--- src/rtl/uart_rx_fsm.sv ---
// -----------------------------------------------------------------------------
// uart_rx_fsm
//
// Control FSM and oversampling edge/bit counter for the UART receive path.
// It detects the falling start edge on RX_IN, walks the frame through
// START -> DATA -> [PARITY] -> STOP -> ERR_CHK one oversampled bit at a time,
// enables the sampler and the start/parity/stop checkers for each phase,
// strobes the deserializer once per data bit, and pulses data_valid for
// exactly one cycle when a frame completes without stop or parity errors.
//
// Parameters
//   DATA_WIDTH   data bits per frame (bit_cnt runs 0..DATA_WIDTH-1)
//
// Ports
//   clk          receive clock, rising edge
//   ARST_n       asynchronous active-low reset
//   RX_IN        serial line, idle high, already synchronized
//   PAR_EN       1 = frame carries a parity bit (captured at DATA exit)
//   Prescale     oversampling ratio (8, 16 or 32), captured on start detect
//   strt_glitch  start checker result, valid late in START
//   par_err      parity checker result (registered)
//   stp_err      stop checker result (registered mid-STOP)
//   edge_cnt     oversampling edge index within the current bit
//   bit_cnt      data bit index within DATA
//   dat_samp_en  sampler enable
//   strt_chk_en  start checker enable
//   deser_en     deserializer shift strobe, one cycle per data bit
//   par_chk_en   parity checker enable
//   stp_chk_en   stop checker enable
//   data_valid   one-cycle frame-accepted pulse
//   busy         frame in progress
// -----------------------------------------------------------------------------
module uart_rx_fsm #(
    parameter int DATA_WIDTH = 8
) (
    input  logic       clk,
    input  logic       ARST_n,
    input  logic       RX_IN,
    input  logic       PAR_EN,
    input  logic [5:0] Prescale,
    input  logic       strt_glitch,
    input  logic       par_err,
    input  logic       stp_err,
    output logic [4:0] edge_cnt,
    output logic [3:0] bit_cnt,
    output logic       dat_samp_en,
    output logic       strt_chk_en,
    output logic       deser_en,
    output logic       par_chk_en,
    output logic       stp_chk_en,
    output logic       data_valid,
    output logic       busy
);

    typedef enum logic [2:0] {
        IDLE    = 3'd0,
        START   = 3'd1,
        DATA    = 3'd2,
        PARITY  = 3'd3,
        STOP    = 3'd4,
        ERR_CHK = 3'd5
    } state_t;

    localparam logic [3:0] BIT_LAST = 4'(DATA_WIDTH - 1);

    state_t     state;
    state_t     next_state;
    logic [5:0] presc_q;
    logic       par_en_frame;

    logic [4:0] last_edge;
    logic [4:0] mid_edge;
    logic       edge_last;
    logic       bit_last;
    logic       frame_start;
    logic       data_exit;

    // Bit timing is derived from the prescale captured for this frame.
    // Working modulo 32 makes a prescale of 32 give a last edge of 31,
    // while the midpoint uses the full value so 32 gives 17.
    assign last_edge   = presc_q[4:0] - 5'd1;
    assign mid_edge    = presc_q[5:1] + 5'd1;
    assign edge_last   = (edge_cnt == last_edge);
    assign bit_last    = (bit_cnt == BIT_LAST);

    // Any entry into START (from IDLE or a back-to-back ERR_CHK) restarts
    // the edge count at 1 because the detect cycle itself is edge 0.
    assign frame_start = (next_state == START) && (state != START);
    assign data_exit   = (state == DATA) && edge_last && bit_last;

    // State register.
    always_ff @(posedge clk or negedge ARST_n) begin
        if (!ARST_n) begin
            state <= IDLE;
        end else begin
            state <= next_state;
        end
    end

    // Next-state logic. RX_IN only matters in IDLE and ERR_CHK; in every
    // other state the frame advances purely on the edge counter.
    always_comb begin
        next_state = state;
        unique case (state)
            IDLE: begin
                if (!RX_IN) begin
                    next_state = START;
                end
            end
            START: begin
                if (edge_last) begin
                    next_state = strt_glitch ? IDLE : DATA;
                end
            end
            DATA: begin
                if (edge_last && bit_last) begin
                    next_state = PAR_EN ? PARITY : STOP;
                end
            end
            PARITY: begin
                if (edge_last) begin
                    next_state = STOP;
                end
            end
            STOP: begin
                if (edge_last) begin
                    next_state = ERR_CHK;
                end
            end
            ERR_CHK: begin
                next_state = RX_IN ? IDLE : START;
            end
            default: begin
                next_state = IDLE;
            end
        endcase
    end

    // Output decode from the registered state. The stop checker result is
    // still valid in ERR_CHK because stp_chk_en only drops on entry to it.
    always_comb begin
        dat_samp_en = 1'b0;
        strt_chk_en = 1'b0;
        deser_en    = 1'b0;
        par_chk_en  = 1'b0;
        stp_chk_en  = 1'b0;
        data_valid  = 1'b0;
        busy        = 1'b0;
        unique case (state)
            IDLE: begin
                busy = 1'b0;
            end
            START: begin
                busy        = 1'b1;
                dat_samp_en = 1'b1;
                strt_chk_en = 1'b1;
            end
            DATA: begin
                busy        = 1'b1;
                dat_samp_en = 1'b1;
                deser_en    = (edge_cnt == mid_edge);
            end
            PARITY: begin
                busy        = 1'b1;
                dat_samp_en = 1'b1;
                par_chk_en  = 1'b1;
            end
            STOP: begin
                busy        = 1'b1;
                dat_samp_en = 1'b1;
                stp_chk_en  = 1'b1;
            end
            ERR_CHK: begin
                busy       = 1'b1;
                data_valid = ~stp_err & ~(par_en_frame & par_err);
            end
            default: begin
                busy = 1'b0;
            end
        endcase
    end

    // Oversampling edge counter: free-runs through the active bit states,
    // wrapping after the last edge of each bit, and sits at 0 otherwise.
    always_ff @(posedge clk or negedge ARST_n) begin
        if (!ARST_n) begin
            edge_cnt <= 5'd0;
        end else if (frame_start) begin
            edge_cnt <= 5'd1;
        end else begin
            unique case (state)
                START, DATA, PARITY, STOP: begin
                    edge_cnt <= edge_last ? 5'd0 : edge_cnt + 5'd1;
                end
                default: begin
                    edge_cnt <= 5'd0;
                end
            endcase
        end
    end

    // Data bit counter: advances at the end of each data bit and clears on
    // leaving DATA, so it never exceeds the last data bit index.
    always_ff @(posedge clk or negedge ARST_n) begin
        if (!ARST_n) begin
            bit_cnt <= 4'd0;
        end else if (state != DATA) begin
            bit_cnt <= 4'd0;
        end else if (edge_last) begin
            bit_cnt <= bit_last ? 4'd0 : bit_cnt + 4'd1;
        end
    end

    // Prescale is frozen on the start detect so that reprogramming it
    // mid-frame cannot disturb the bit timing of the frame in flight.
    always_ff @(posedge clk or negedge ARST_n) begin
        if (!ARST_n) begin
            presc_q <= 6'd8;
        end else if ((state == IDLE) && (next_state == START)) begin
            presc_q <= Prescale;
        end
    end

    // The parity enable seen when DATA finishes decides whether par_err is
    // allowed to veto data_valid for this frame.
    always_ff @(posedge clk or negedge ARST_n) begin
        if (!ARST_n) begin
            par_en_frame <= 1'b0;
        end else if (data_exit) begin
            par_en_frame <= PAR_EN;
        end
    end

endmodule

--- config.mk ---
export PLATFORM = sky130hd
export DESIGN_NAME = uart_rx_fsm
export DESIGN_NICKNAME = d
export VERILOG_FILES = /design/src/rtl/uart_rx_fsm.sv
export SDC_FILE = /design/constraint.sdc
export NUM_CORES = 1
export LEC_CHECK = 0
export ABC_AREA = 1
export BUFFER_PORTS_ARGS = -buffer_cell sky130_fd_sc_hd__buf_2
export CAP_MARGIN = 10
export CORE_MARGIN = 2
export CORE_UTILIZATION = 53
export CTS_CLUSTER_SIZE = 30
export DETAILED_ROUTE_END_ITERATION = 10
export GPL_ROUTABILITY_DRIVEN = 0
export PLACE_DENSITY = 0.78
export SETUP_SLACK_MARGIN = 0.4
export SYNTH_ARGS = -nofsm -noshare
export SYNTH_HDL_FRONTEND = slang
export SYNTH_SLANG_ARGS = --single-unit
--- constraint.sdc ---
create_clock -name clk -period 1.95 [get_ports clk]
set_input_delay 0.195 -clock clk [delete_from_list [all_inputs] [get_ports clk]]
set_output_delay 0.195 -clock clk [all_outputs]
set_load 0.01 [all_outputs]
==> results of run 1 <==
-- area by class of cell --
type / count / area (um2) / area share, %
flip-flops and latches: 19 / 479.2 / 25.93
well taps: 30 / 37.54 / 2.031
multi-input cells: 125 / 905.9 / 49.02
clock buffers: 3 / 22.52 / 1.219
clock inverters: 1 / 5.005 / 0.2708
repair buffers: 45 / 301.5 / 16.32
inverters: 25 / 96.34 / 5.213
-- power by group through the flow --
| stage | clock (mW) | sequential [mW] | combinational [mW] |
|---|---|---|---|
| 6_report | 0.209 | 0.714 | 1.68 |
| 5_1_grt | 0.219 | 0.741 | 1.84 |
| 4_1_cts | 0.208 | 0.713 | 1.39 |
| 3_5_place_dp | 0 | 0.728 | 1.20 |
| 3_3_place_gp | 0 | 0.722 | 1.17 |
| 2_1_floorplan | 0 | 0.691 | 0.953 |
-- registers in the layout, summed over array words and instances (netlist names) --
signal / cells
par_en_frame: 1
state: 3
bit_cnt: 4
presc_q: 6
edge_cnt: 5
-- placed cells by master (no fill, tap or decap), types with 2 or more instances in the layout --
cell	count
sky130_fd_sc_hd__buf_2	26
sky130_fd_sc_hd__buf_4	11
sky130_fd_sc_hd__nor2_4	7
sky130_fd_sc_hd__ha_4	2
sky130_fd_sc_hd__nand2_2	9
sky130_fd_sc_hd__nor3_2	2
sky130_fd_sc_hd__clkbuf_4	3
sky130_fd_sc_hd__o21ai_0	4
sky130_fd_sc_hd__nor3_4	3
sky130_fd_sc_hd__nand3_2	6
sky130_fd_sc_hd__dfrtp_2	2
sky130_fd_sc_hd__nand3_1	7
sky130_fd_sc_hd__buf_6	7
sky130_fd_sc_hd__xnor2_1	6
sky130_fd_sc_hd__a21oi_1	5
sky130_fd_sc_hd__ha_1	3
sky130_fd_sc_hd__o21ai_2	4
sky130_fd_sc_hd__xor2_1	4
sky130_fd_sc_hd__inv_1	15
sky130_fd_sc_hd__nor2_1	19
sky130_fd_sc_hd__dfrtp_1	16
sky130_fd_sc_hd__inv_2	9
sky130_fd_sc_hd__mux2_1	2
sky130_fd_sc_hd__nand2_1	29
sky130_fd_sc_hd__a21oi_2	2
sky130_fd_sc_hd__nand2_4	3
-- cells in the mapped netlist --
library cell,number,share of area [%]
sky130_fd_sc_hd__dfstp_2,1,2.0
sky130_fd_sc_hd__xnor2_1,6,4.0
sky130_fd_sc_hd__buf_4,1,0.57
sky130_fd_sc_hd__o21ai_0,5,1.9
sky130_fd_sc_hd__nand3_4,1,1.3
sky130_fd_sc_hd__a21oi_2,1,0.67
sky130_fd_sc_hd__nor2_1,21,6.0
sky130_fd_sc_hd__nand3_2,2,1.5
sky130_fd_sc_hd__nor3_1,3,1.1
sky130_fd_sc_hd__dfrtp_1,18,34
sky130_fd_sc_hd__ha_1,6,5.7
sky130_fd_sc_hd__inv_2,4,1.1
sky130_fd_sc_hd__inv_1,21,6.0
sky130_fd_sc_hd__nor2_2,1,0.48
sky130_fd_sc_hd__a21oi_1,6,2.3
sky130_fd_sc_hd__xor2_1,5,3.3
sky130_fd_sc_hd__o21ai_2,2,1.3
sky130_fd_sc_hd__a211oi_1,1,0.57
sky130_fd_sc_hd__nor3_2,2,1.5
sky130_fd_sc_hd__o32ai_1,1,0.67
sky130_fd_sc_hd__nand4_1,1,0.48
sky130_fd_sc_hd__mux2_1,2,1.7
sky130_fd_sc_hd__nand3_1,11,4.2
sky130_fd_sc_hd__nor2_4,4,3.4
sky130_fd_sc_hd__nand2_2,5,2.4
sky130_fd_sc_hd__nand2_1,36,10
sky130_fd_sc_hd__o21ai_1,3,1.1
-- worst max-delay path: stages (launching register included) --
cell and delay [ns]:
sky130_fd_sc_hd__dfrtp_1 0.45, sky130_fd_sc_hd__inv_2 0.10, sky130_fd_sc_hd__ha_4 0.20, sky130_fd_sc_hd__xor2_2 0.14, sky130_fd_sc_hd__nor3_2 0.19, sky130_fd_sc_hd__nand3_1 0.11, sky130_fd_sc_hd__nor3_2 0.09, sky130_fd_sc_hd__buf_2 0.14
-- per-layer routing --
metal  share of wire (%)  routed length (um)
met2                  53                1938
met1                  38                1407
met3                 5.9                 216
met4                 2.8                 104
met5                   0                   0
-- per-stage QoR --
stage               util [%]  power (mW)
floorplan                  -       1.644
global placement       62.67       1.888
detailed placement     62.67       1.930
CTS                    68.95       2.311
global route           76.69       2.800
finish                 76.69       2.607
-- logic make-up (layout without fill, tap and decap cells) --
kind of cell	Yosys count	count (layout)
muxes	2	2
adders and majority gates	6	6
and+or+nand+nor	87	87
DFF	19	19
AOI/OAI and AO/OA	19	19
buffers and inverters	26	74
xor gates and xnor gates	11	11
-- repair_timing --
item | in CTS | in global routing
pin swaps | 9 | 6
endpoints found under the setup margin | 16 | 21
hold endpoints to repair | 18 | 0
hold buffers | 1 | 0
buffers inserted | 7 | 8
resized for setup | 17 | 33
-- final timing paths --
kind,startpoint,end,slack (ns)
setup / recovery,presc_q[2],deser_en,0.02
min in group asynchronous,ARST_n,presc_q[0],0.35
max in group asynchronous,ARST_n,presc_q[3],1.25
hold reg to reg,par_en_frame,par_en_frame,0.52
hold / removal,Prescale[4],presc_q[4],0.10
setup reg to reg,presc_q[1],state[0],0.05
==> out/summary.txt, run 1 <==
OUTCOME
------------------------------------------------------------------------------------------
Outcome                                                                       finished clean

GRT
------------------------------------------------------------------------------------------
Met3 track demand over resource in global routing                                   3.333%
Overflow after GRT                                                                       0
Pin count of the biggest net entering global routing                                    20
GR Util met1                                                                        28.72%
Initial antenna violation count                                                          0
Vias in the first global route                                                        1161
Most heavily used metal layer in global routing                                       met2
Global-route wire length before repair                                             5037 um
Global routing met2 resource utilization                                            43.70%
Overall global routing resource usage                                               24.34%

SYNTH
------------------------------------------------------------------------------------------
Mean instance size in the synthesized netlist                                    7.735 um2
Synthesized-area fraction occupied by ao, oa, aoi and oai cells                     8.563%
Post-Synthesis Net Count                                                               189
Sequential area share after synthesis                                               36.25%
Post-synthesis mux area share                                                       1.713%
Largest family of logic cells by synthesized area                             simple AND/OR/NAND/NOR gates
Adder and majority gate portion of the synthesized area                             5.709%
XOR/XNOR share of the synthesized area                                              7.326%
Number of warnings reported in the yosys synthesis log                                   0
Number of instances in the synthesized netlist                                         170
Synthesized-area fraction occupied by and/or/nand/nor cells                         32.73%
Flip-flop and latch count after synthesis                                               19
Number of distinct library cells after synthesis                                        27
Cell area after synthesis                                                     0.001315 mm2

FLOORPLANNING
------------------------------------------------------------------------------------------
I/O pin cnt                                                                             29
Cell row count                                                                          18
Initial Utilization                                                                 54.57%
Die X-Extent                                                                      53.81 um
Core Footprint                                                                0.002410 mm2
Total Die Area                                                                0.002896 mm2
Die Ht                                                                            53.81 um

POWER
------------------------------------------------------------------------------------------
Power density cells                                                            1411 mW/mm2
Internal power contribution                                                       1.320 mW
Sequential power share                                                               27.4%
Static leakage                                                                   0.8822 nW
Combinational share of power                                                         64.6%
Net switching fraction of the power                                                 49.36%
Clock power share                                                                     8.0%
Net switching power                                                               1.287 mW
Worst voltage drop across the vdd grid                                             1046 uV

STA
------------------------------------------------------------------------------------------
RSZ-0062 raised after global routing                                                  true
Worst hold slack across all endpoints                                            0.1018 ns
Maximum frequency from static timing analysis                                   0.5192 GHz
Final count of pins violating max slew                                                   0
Setup tns final                                                                       0 ns
Tcrit/Tclk final                                                                    98.76%
Final hold violation count                                                               0
Setup slack after layout                                                        0.02414 ns
Final setup violation count                                                              0
Worst Skew                                                                     0.008822 ns
Minimum period implied by the final worst setup slack                             1.926 ns
Tightest slew margin relative to the limit                                          70.35%
Transition time of the tightest slew-check pin                                   0.4447 ns

PLACEMENT
------------------------------------------------------------------------------------------
Post-detailed-placement cell area                                             0.001510 mm2
Setup Slack @ Placement                                                          0.2206 ns
Placed wire-length estimate after detailed placement                               2178 um
Number of buffers added on ports                                                        28
Placed cell count                                                                      228

DETAILED ROUTING
------------------------------------------------------------------------------------------
Routed wirelength normalized by instance count                                    14.78 um
WL final                                                                           3665 um
DRT iter0 DRCs                                                                          37
Remaining antenna violation count                                                        0
Remaining routing DRC violations                                                         0
Number of detailed-routing iterations run before antenna repair                          4
Via count                                                                             1318
Avg Vias per Cell                                                                    5.315

FINISH
------------------------------------------------------------------------------------------
Non-filler instance count after layout                                                 248
Number of nets in the final layout                                                     238
Antenna Cells                                                                            0
Area Overhead vs Synth                                                              40.53%
Filler Cell Count                                                                      169
Share of final-layout standard cells stronger than drive strength 1                 47.71%
Post-route cell area                                                          0.001848 mm2

SETUP PATH
------------------------------------------------------------------------------------------
Worst-case reg-to-reg path depth                                                        13
Crit path capture type                                                         output port
Largest driver fanout on the critical path                                               5
Critical path launch point type                                                   register
Data arrival time of the critical path                                             1.73 ns
Required time worst endpoint                                                       1.75 ns
Worst setup path class                                                        register to output port

CLOCK NETWORK
------------------------------------------------------------------------------------------
Clock buffers created by TritonCTS                                                       3
Total number of clock tree sinks                                                        19
Worst-skew pair later-pin latency                                                  0.30 ns
Number of levels in the clock H-tree                                                     1
Cell chosen for the clock root                                                sky130_fd_sc_hd__clkbuf_4
CTS tree                                                                             built
Clock edge transition at the registers on the reported setup and hold paths        0.12 ns
Clock Tree Buf Depth                                                                     2

MIN PATH
------------------------------------------------------------------------------------------
Worst min-delay path class                                                    primary input to register
Worst hold path cell count                                                               2

FLOW RUN
------------------------------------------------------------------------------------------
MaxCap Viol Count                                                                        0

(Power assumes the default switching activity.)
==> run 2, diff against run 1 <==
--- a/config.mk
+++ b/config.mk
@@ -14,7 +14,8 @@
 export DETAILED_ROUTE_END_ITERATION = 10
 export GPL_ROUTABILITY_DRIVEN = 0
 export PLACE_DENSITY = 0.78
-export SETUP_SLACK_MARGIN = 0.4
+export RECOVER_POWER = 100
 export SYNTH_ARGS = -nofsm -noshare
 export SYNTH_HDL_FRONTEND = slang
 export SYNTH_SLANG_ARGS = --single-unit
+export TNS_END_PERCENT = 50
==> run 2 against run 1 <==
Against the previous run: final cell count is 4.4% lower; final area is 16% lower; first-iteration DRC count is 38% lower; via count is 6.4% lower; worst setup slack better by 0.081 ns; fmax is 4.4% higher; sequential cell count stayed put.
==> out/summary.txt, run 2 (synthesis gave the netlist of run 1 again) <==
SETUP PATH
------------------------------------------------------------------------------------------
Crit-path slowest cell                                                        sky130_fd_sc_hd__dfrtp_1   unchanged
Critical Path Max Stage Delay                                                      0.41 ns   was 0.45 ns
RR Endpoint                                                                     presc_q[4]   was state[0]
Launching point of the worst reg2reg path                                         state[0]   was presc_q[1]
Data arrival time of the critical path                                             1.65 ns   was 1.73 ns
Worst setup path class                                                        register to output port   unchanged
Slack of the worst reg-to-reg path                                                 0.11 ns   was 0.05 ns
Largest driver fanout on the critical path                                               2   was 5
Sequence of cells on the critical path                                        inv_2, ha_4, xor2_1, nor3_1, nand3_1, nor3_1, buf_2   was inv_2, ha_4, xor2_2, nor3_2, nand3_1, nor3_2, buf_2
Cell class contributing the biggest share of worst-path delay                   flip-flops   unchanged
Crit path capture type                                                         output port   unchanged
Top cell by count, worst path                                                 sky130_fd_sc_hd__nor3_1   was sky130_fd_sc_hd__nor3_2
Required time worst endpoint                                                       1.75 ns   about the same
Number of buffers and inverters on the critical path                                     2   unchanged
Worst-case reg-to-reg path depth                                                         2   was 13
Critical path launch point type                                                   register   unchanged

STA
------------------------------------------------------------------------------------------
Tcrit/Tclk final                                                                    94.59%   was 98.76%
RSZ-0062 raised after global routing                                                 false   was true
Final hold violation count                                                               0   unchanged
Worst hold slack across all endpoints                                            0.1053 ns   was 0.1018 ns
Setup tns final                                                                       0 ns   unchanged
Tightest slew margin relative to the limit                                          25.16%   was 70.35%
Transition time of the tightest slew-check pin                                    1.111 ns   was 0.4447 ns
Final setup violation count                                                              0   unchanged
Maximum frequency from static timing analysis                                   0.5422 GHz   was 0.5192 GHz
Minimum period implied by the final worst setup slack                             1.844 ns   was 1.926 ns
Worst Skew                                                                     0.009182 ns   was 0.008822 ns
Final count of pins violating max slew                                                   0   unchanged

FINISH
------------------------------------------------------------------------------------------
Most used cells in the layout excluding fill and tap cells                    sky130_fd_sc_hd__nand2_1 (37), sky130_fd_sc_hd__nor2_1 (21), sky130_fd_sc_hd__inv_1 (20)   was sky130_fd_sc_hd__nand2_1 (29), sky130_fd_sc_hd__buf_2 (26), sky130_fd_sc_hd__nor2_1 (19)
Largest registers                                                             presc_q (6), edge_cnt (5), bit_cnt (4)   unchanged
Antenna Cells                                                                            0   unchanged
Share of final-layout standard cells stronger than drive strength 1                 21.26%   was 47.71%
Number of flip-flops under the largest register name                                     6   unchanged
Largest reg by FF count                                                            presc_q   unchanged
Area Overhead vs Synth                                                              17.98%   was 40.53%
Number of nets in the final layout                                                     227   was 238
Non-filler instance count after layout                                                 237   was 248
Commonest non-fill, non-tap cell in the layout                                sky130_fd_sc_hd__nand2_1   unchanged

PLACEMENT
------------------------------------------------------------------------------------------
Number of buffers added on ports                                                        28   unchanged
Placed wire-length estimate after detailed placement                               2269 um   was 2178 um
Placed cell count                                                                      228   unchanged

FLOORPLANNING
------------------------------------------------------------------------------------------
Die X-Extent                                                                      53.81 um   unchanged
I/O pin cnt                                                                             29   unchanged
Die Ht                                                                            53.81 um   unchanged
Initial Utilization                                                                 54.57%   unchanged
Core Footprint                                                                0.002410 mm2   unchanged
Total Die Area                                                                0.002896 mm2   unchanged
Cell row count                                                                          18   unchanged

POWER
------------------------------------------------------------------------------------------
Sequential power share                                                               32.7%   was 27.4%
Clock power share                                                                     9.1%   was 8.0%
Net switching power                                                               1.046 mW   was 1.287 mW
Combinational share of power                                                         58.2%   was 64.6%
Net switching fraction of the power                                                 48.29%   was 49.36%
Worst voltage drop across the vdd grid                                            797.7 uV   was 1046 uV
Power density cells                                                            1396 mW/mm2   was 1411 mW/mm2
Static leakage                                                                   0.7458 nW   was 0.8822 nW
Internal power contribution                                                       1.120 mW   was 1.320 mW

GRT
------------------------------------------------------------------------------------------
Overflow after GRT                                                                       0   unchanged
Global-route wire length before repair                                             4754 um   was 5037 um
Vias in the first global route                                                        1129   was 1161
Overall global routing resource usage                                               23.02%   was 24.34%
Initial antenna violation count                                                          0   unchanged
Pin count of the biggest net entering global routing                                    20   unchanged

CLOCK NETWORK
------------------------------------------------------------------------------------------
Clock Tree Buf Depth                                                                     2   unchanged
Number of levels in the clock H-tree                                                     1   unchanged
Clock edge transition at the registers on the reported setup and hold paths        0.11 ns   was 0.12 ns
Worst-skew pair later-pin latency                                                  0.29 ns   was 0.30 ns
Total number of clock tree sinks                                                        19   unchanged
CTS tree                                                                             built   unchanged
Clock buffers created by TritonCTS                                                       3   unchanged
Cell chosen for the clock root                                                sky130_fd_sc_hd__clkbuf_4   unchanged

MIN PATH
------------------------------------------------------------------------------------------
Worst hold start                                                               Prescale[5]   was Prescale[4]
WHS Endpoint                                                                    presc_q[5]   was presc_q[4]
Worst hold path cell count                                                               2   unchanged
Worst min-delay path class                                                    primary input to register   unchanged

FLOW RUN
------------------------------------------------------------------------------------------
MaxCap Viol Count                                                                        0   unchanged

DETAILED ROUTING
------------------------------------------------------------------------------------------
Avg Vias per Cell                                                                    5.203   was 5.315
Remaining antenna violation count                                                        0   unchanged
Number of detailed-routing iterations run before antenna repair                          4   unchanged
WL final                                                                           2919 um   was 3665 um
DRT iter0 DRCs                                                                          23   was 37
Via count                                                                             1233   was 1318
Routed wirelength normalized by instance count                                    12.32 um   was 14.78 um
Remaining routing DRC violations                                                         0   unchanged

OUTCOME
------------------------------------------------------------------------------------------
Outcome                                                                       finished clean   unchanged

run 2: cell types whose count changed in the layout (fill, tap and decap cells not counted), moves of 4 or more:
| cell | change |
|---|---|
| sky130_fd_sc_hd__buf_4 | -6 |
| sky130_fd_sc_hd__clkbuf_1 | +15 |
| sky130_fd_sc_hd__inv_2 | -4 |
| sky130_fd_sc_hd__o21ai_2 | -4 |
| sky130_fd_sc_hd__nor3_1 | +4 |
| sky130_fd_sc_hd__nand2_2 | -5 |
| sky130_fd_sc_hd__nand3_1 | +4 |
| sky130_fd_sc_hd__nand3_2 | -4 |
| sky130_fd_sc_hd__buf_2 | -13 |
| sky130_fd_sc_hd__nand2_1 | +8 |
| sky130_fd_sc_hd__inv_1 | +5 |
| sky130_fd_sc_hd__buf_6 | -7 |
run 2: worst max path at each step:
stage	slack (ns)	startpoint	to	depth (start not counted)
final	0.11	presc_q[1]	deser_en	7
after detailed placement	0.15	presc_q[1]	par_en_frame	12
after global placement	0.26	presc_q[1]	bit_cnt[2]	11
after CTS	0.0003	presc_q[1]	deser_en	7
after floorplan	0.32	presc_q[1]	par_en_frame	12
after global routing	0.0007	presc_q[1]	deser_en	7
run 2: power groups by stage:
stage / Combinational [mW] / Clock (mW) / Sequential, mW
after CTS: 1.27 / 0.207 / 0.706
after floorplan: 0.924 / 0 / 0.689
after detailed placement: 1.16 / 0 / 0.730
final: 1.26 / 0.198 / 0.708
after global routing: 1.41 / 0.222 / 0.726
after global placement: 1.13 / 0 / 0.720
run 2: final cells by class:
cell class              count  area [um2]
repair buffers             34       168.9
flip-flops and latches     19       476.7
well taps                  30       37.54
multi-input cells         125       747.0
fillers                   214       858.3
clock inverters             1       5.005
clock buffers               3       22.52
inverters                  25       93.84
run 2: through the flow:
stage | total power [mW] | setup WS [ns] | cell area [um2] | utilization, %
6_report | 2.165 | 0.1056 | 1551 | 64.38
2_1_floorplan | 1.613 | 0.3228 | 1315 | -
5_1_grt | 2.361 | 0.0007379 | 1551 | 64.38
3_5_place_dp | 1.895 | 0.1548 | 1493 | 61.94
3_3_place_gp | 1.855 | 0.2568 | 1493 | 61.94
4_1_cts | 2.183 | 0.0003362 | 1573 | 65.26
run 2: timing repair:
item | CTS | global route
resized for setup | 2 | 2
endpoints found under the setup margin | 1 | 1
buffers inserted | 4 | 0
hold endpoints to repair | 18 | 0
hold buffers | 1 | 0
pin swaps | 3 | 4
run 2: metal layers:
metal	global-route usage, %	up-vias	wire length [um]
met5	0	-	0
met4	7.692	0	48
met3	3.889	6	141
met2	42.28	35	1497
met1	26.71	577	1231
li1	-	615	-
